**config.mk**
```make
export PLATFORM = sky130hd
export DESIGN_NAME = psi_input_collector
export DESIGN_NICKNAME = d
export VERILOG_FILES = /design/src/rtl/psi_input_collector.sv
export SDC_FILE = /design/constraint.sdc
export NUM_CORES = 2
export LEC_CHECK = 0
export CAP_MARGIN = 15
export CORE_AREA = 2 2 515 517
export DETAILED_ROUTE_END_ITERATION = 16
export DIE_AREA = 0 0 517 519
export GPL_ROUTABILITY_DRIVEN = 0
export HOLD_SLACK_MARGIN = 0.08
export PLACE_DENSITY_LB_ADDON = 0.12
export SLEW_MARGIN = 20
export SYNTH_ARGS = -nofsm -noshare
export SYNTH_HDL_FRONTEND = slang
export SYNTH_SLANG_ARGS = --single-unit
```
**constraint.sdc**
```tcl
create_clock -name clk -period 45.6 [get_ports clk]
set_input_delay 9.12 -clock clk [delete_from_list [all_inputs] [get_ports clk]]
set_output_delay 9.12 -clock clk [all_outputs]
set_load 0.05 [all_outputs]
```
**src/rtl/psi_input_collector.sv**
```systemverilog
// psi_input_collector
// Collects N private sets of K unsigned W-bit elements, one element per
// accepted beat, checks each set is strictly ascending and exactly K long,
// and packs them into the flat vector consumed by the PSI core.
//
// Handshake rules, for both streams:
//   A beat transfers on a rising clock edge where valid and ready are both 1.
//   in_ready and out_valid depend only on registered state (and rst), never
//   on in_valid/out_ready, so there is no combinational path across the
//   stage. Inputs are ignored while their valid is low.
//
// Packing: party p element k sits at p_input[(p*K+k)*W +: W].

module psi_input_collector #(
  parameter int W = 32,
  parameter int K = 10,
  parameter int N = 4
) (
  input  logic                              clk,
  input  logic                              rst,
  input  logic                              in_valid,
  output logic                              in_ready,
  input  logic [W-1:0]                      in_data,
  input  logic                              in_last,
  input  logic                              flush,
  output logic [W*K*N-1:0]                  p_input,
  output logic                              out_valid,
  input  logic                              out_ready,
  output logic                              out_error,
  output logic [1:0]                        err_code,
  output logic [((N > 1) ? $clog2(N) : 1)-1:0] party_idx,
  output logic [1:0]                        dbg_state
);

  localparam int CW = (K > 1) ? $clog2(K) : 1;
  localparam int PW = (N > 1) ? $clog2(N) : 1;
  localparam logic [CW-1:0] CNT_LAST  = CW'(K - 1);
  localparam logic [PW-1:0] PIDX_LAST = PW'(N - 1);

  localparam logic [1:0] E_NONE  = 2'd0;
  localparam logic [1:0] E_ORDER = 2'd1;
  localparam logic [1:0] E_SHORT = 2'd2;
  localparam logic [1:0] E_LONG  = 2'd3;

  typedef enum logic [1:0] {
    S_LOAD = 2'd0,
    S_FULL = 2'd1,
    S_ERR  = 2'd2
  } state_t;

  state_t        state, state_n;
  logic [CW-1:0] elem_cnt, elem_cnt_n;
  logic [PW-1:0] party_n;
  logic [W-1:0]  prev, prev_n;
  logic [1:0]    err_n;
  logic          wr_en;
  logic          accept;

  // Stream-facing status decoded from the state register only.
  assign in_ready  = (state == S_LOAD) && !rst;
  assign out_valid = (state == S_FULL);
  assign out_error = (state == S_ERR);
  assign dbg_state = state;
  assign accept    = in_valid && in_ready;

  // Next-state logic: per-element order/length checks while loading,
  // output handshake while full; flush overrides everything.
  always_comb begin
    state_n    = state;
    elem_cnt_n = elem_cnt;
    party_n    = party_idx;
    prev_n     = prev;
    err_n      = err_code;
    wr_en      = 1'b0;

    case (state)
      S_LOAD: begin
        if (accept) begin
          if ((elem_cnt != '0) && (in_data <= prev)) begin
            // Duplicates count as order errors; the element is dropped.
            err_n   = E_ORDER;
            state_n = S_ERR;
          end else if (in_last && (elem_cnt < CNT_LAST)) begin
            err_n   = E_SHORT;
            state_n = S_ERR;
          end else if ((elem_cnt == CNT_LAST) && !in_last) begin
            err_n   = E_LONG;
            state_n = S_ERR;
          end else begin
            wr_en  = 1'b1;
            prev_n = in_data;
            if (elem_cnt == CNT_LAST) begin
              // Next party starts fresh: elem_cnt==0 skips the order check.
              elem_cnt_n = '0;
              if (party_idx == PIDX_LAST) begin
                party_n = '0;
                state_n = S_FULL;
              end else begin
                party_n = party_idx + 1'b1;
              end
            end else begin
              elem_cnt_n = elem_cnt + 1'b1;
            end
          end
        end
      end
      S_FULL: begin
        if (out_ready) begin
          state_n    = S_LOAD;
          elem_cnt_n = '0;
          party_n    = '0;
          prev_n     = '0;
        end
      end
      S_ERR: begin
        state_n = S_ERR;
      end
      default: begin
        state_n = S_LOAD;
      end
    endcase

    // Abort wins over a same-cycle accept or output handshake.
    if (flush) begin
      state_n    = S_LOAD;
      elem_cnt_n = '0;
      party_n    = '0;
      prev_n     = '0;
      err_n      = E_NONE;
      wr_en      = 1'b0;
    end
  end

  // Control registers: state, counters, last accepted element, error code.
  always_ff @(posedge clk or posedge rst) begin
    if (rst) begin
      state     <= S_LOAD;
      elem_cnt  <= '0;
      party_idx <= '0;
      prev      <= '0;
      err_code  <= E_NONE;
    end else begin
      state     <= state_n;
      elem_cnt  <= elem_cnt_n;
      party_idx <= party_n;
      prev      <= prev_n;
      err_code  <= err_n;
    end
  end

  // Packed set storage: one slot written per good accept, otherwise held
  // (including across flush and the next load, which overwrites in place).
  always_ff @(posedge clk or posedge rst) begin
    if (rst) begin
      p_input <= '0;
    end else begin
      for (int p = 0; p < N; p++) begin
        for (int k = 0; k < K; k++) begin
          if (wr_en && (party_idx == PW'(p)) && (elem_cnt == CW'(k))) begin
            p_input[(p*K+k)*W +: W] <= in_data;
          end
        end
      end
    end
  end

endmodule

```
==> summary.md <==
| Metric | Value |
|---|---|
| Most frequent cell after synthesis | dfrtp_1 |
| Sinks on Clock Net | 1322 |
| Synth area leaders | dfrtp_1, mux2_2, mux2_1 |
| MaxCap Viol Count | 0 |
| WL/cell | 29.3 um |
| Switch share | 0.351 |
| CORE AREA | 263000 um^2 |
| Core Rows | 189 |
| Flop2flop setup slack | 41070 ps |
| CTS H-tree depth | 4 |
| Die Ht | 519 um |
| Synth unique cells | 48 |
| P&R area growth vs syn | 44.0% |
| Vias per inst | 3.98 |
| Setup crit end kind | output port |
| CP max-delay cell | clkdlybuf4s50_1 |
| Grt ovf | 0 |
| Gr usage total | 0.174 |
| Internal power | 0.00246 W |
| Fmax | 50.0 MHz |
| I/O pins | 1327 |
| First-pass GRT wire length | 320000 um |
| Period utilization | 0.438 |
| Most frequent CP cell | clkdlybuf4s50_1 |
| Initial DRC Count | 1348 |
| Tightest Pin Transition | 1080 ps |
| Reg2reg path depth | 10 |
| Fin. Hold Viols | 0 |
| Worst EP arrival | 10860 ps |
| WHS Endpoint | p_input[424]$_DFFE_PP0P_ |
| Chip Width | 517 um |
| Port bufs | 1326 |
| Maximum VDD drop | 0.0336 mV |
| Vias | 32500 |
| Share of the synthesized area in the top cell type | 0.644 |
| Comb power frac | 0.272 |
| Startpoint Class | input pin |
| Routed Wire Length | 239000 um |
| DIE AREA | 268000 um^2 |
| Most used DFF post-synth | dfrtp_1 |
| Post-DP HPWL | 158000 um |
| CTS tree | yes |
| Clock buffer count from CTS | 175 |
| Seq cells post-synth | 1322 |
| PnR Total Power | 0.00379 W |
| Layout fillers | 27000 |
| Average size of a mapped cell | 16.1 um^2 |
| Req. time, crit path | 36480 ps |
| Clock share of power | 0.366 |
| Net Count, Synth | 3260 |
| Family with the most delay on the worst path | buffers and inverters |
| Final #Nets | 4571 |
| Net Sw Power | 0.00133 W |
| Post-CTS setup buffers | 0 |
| Total power per unit cell area | 51.2 nW/um^2 |
| Hold Path Depth | 1 |
| Reg-to-Reg End | p_input[125]$_DFFE_PP0P_ |
| Layout cells sized above 1 | 0.332 |
| Worst slew margin | 0.278 |
| Worst path bufs/invs | 2 |
| Skew final | 40.5 ps |
| Largest net degree at the start of global routing | 152 |
| Seq pwr share | 0.362 |
| Reg area | 33100 um^2 |
| Place WS | 25620 ps |
| Share of flip-flops with an asynchronous set or reset | 1.00 |
| Yosys warns | 0 |
| First-pass DRT Iterations | 5 |
| ANT nets after route | 0 |
| Tmin final | 19980 ps |
| Unrepaired setup endpoints after global routing | no |
| Final setup viols | 0 |
| CP Max Fanout | 2 |
| Pleak | 34.8 nW |
| Vias in the first global route | 34300 |
| Starting Density | 0.195 |
| Post-synth top cells | dfrtp_1, mux2_2, mux2_1, clkbuf_1, buf_4 |
| Post-cts resize count | 0 |
| Worst Hold Class | reg2reg |
| Initial antenna violation count | 38 |
| Clock transition at path regs | 60 ps |
| Worst r2r src | prev[27]$_DFFE_PP0P_ |
| DRC | 0 |
| Min-delay src | p_input[424]$_DFFE_PP0P_ |
| Post-Syn Area | 51400 um^2 |
| Cell count after synthesis | 3186 |
| Final setup margin | 25620 ps |
| Final Max Tran Viols | 0 |
| Crit path largest cell delay | 880 ps |
| Multi-input gate area | 16800 um^2 |
| Post-synth EDFFs | 0 |
| Clk_lat worst skew | 840 ps |
| Leading area contributor after synthesis | dfrtp_1 |
| CTS max path bufs | 4 |
| WS Path Type | in2out |
| Setup TNS | 0 ps |
| Sequential share of the synthesized area | 0.644 |
| Status | finished clean |
| Ordered list of cells on the worst path | clkdlybuf4s50_1, nor3_1, clkdlybuf4s50_1 |
| Post-CTS Hold Buffers | 0 |
| Root Buffer | clkbuf_16 |
## metrics by stage
| step | area (um^2) | instances | utilization | hold WS, ps |
|---|---|---|---|---|
| 5_1_grt | 74000 | 8166 | 0.281 | 497 |
| 6_report | 74000 | 8178 | 0.281 | 485 |
| 3_3_place_gp | 68300 | 7852 | 0.259 | 467 |
| 4_1_cts | 74000 | 8160 | 0.281 | 491 |
| 2_1_floorplan | 51400 | 3186 | - | 476 |
| 3_5_place_dp | 68300 | 7853 | 0.259 | 479 |
## power by group through the flow
stage | logic (W) | registers (W) | clock network [W]
after global placement | 0.00105 | 0.00139 | 0
final | 0.00103 | 0.00137 | 0.00139
after CTS | 0.00105 | 0.00137 | 0.00144
after detailed placement | 0.00104 | 0.00139 | 0
after global routing | 0.00108 | 0.00139 | 0.00149
after floorplan | 0.000196 | 0.00182 | 0
## kinds of logic (layout without fill, tap and decap cells)
kind of cell	Yosys count	count (layout)	synth area share
mux	1309	1309	0.290
buf+inv	309	1750	0.0326
compound gates	51	51	0.00606
flops	1322	1322	0.644
simple gates	158	158	0.0185
fa+ha+maj	36	36	0.00876
xor+xnor	1	1	0.000170
other cells	0	18	0
## state kept, by name, summed over array words and instances, names as in the netlist
name	cells
dbg_state	2
p_input	1280
err_code	2
party_idx	2
elem_cnt	4
prev	32
## placed cells by master (no fill, tap or decap), types with 13 or more instances in the layout
cell type,count
a21oi_1,20
buf_2,20
buf_4,86
clkbuf_1,44
clkbuf_16,178
clkbuf_8,41
clkdlybuf4s50_1,1294
clkinv_2,28
dfrtp_1,1322
diode_2,18
ha_1,36
inv_1,37
mux2_1,167
mux2_2,1050
mux2_4,60
mux2i_1,32
nand2_1,57
nand3_4,23
nor2_1,16
o21ai_0,13
## cell type report
cell class,count,share of cell area
repair buffers,1405,0.186
inverters,38,0.00198
clock buffers,263,0.0700
multi-input cells,1555,0.228
flip-flops and latches,1322,0.447
well taps,3533,0.0597
diodes,18,0.000608
clock inverters,44,0.00713
## worst max-delay path by stage
stage / start / endpoint / slack [ps] / cells after the start
floorplan: rst / dbg_state[0]$_DFFE_PP0P_ / 18200 / 1
global placement: rst / in_ready / 25590 / 3
detailed placement: rst / in_ready / 25620 / 3
CTS: rst / in_ready / 25600 / 3
global route: rst / in_ready / 25580 / 3
finish: rst / in_ready / 25620 / 3
## metal layers
layer / part of all wire / track usage / up-vias
li1: - / - / 13800
met1: 0.40 / 0.208 / 17100
met2: 0.46 / 0.280 / 1268
met3: 0.11 / 0.0770 / 289
met4: 0.029 / 0.0510 / 2
met5: 0.000054 / 0 / -
Power figures use the tool's default switching activity.
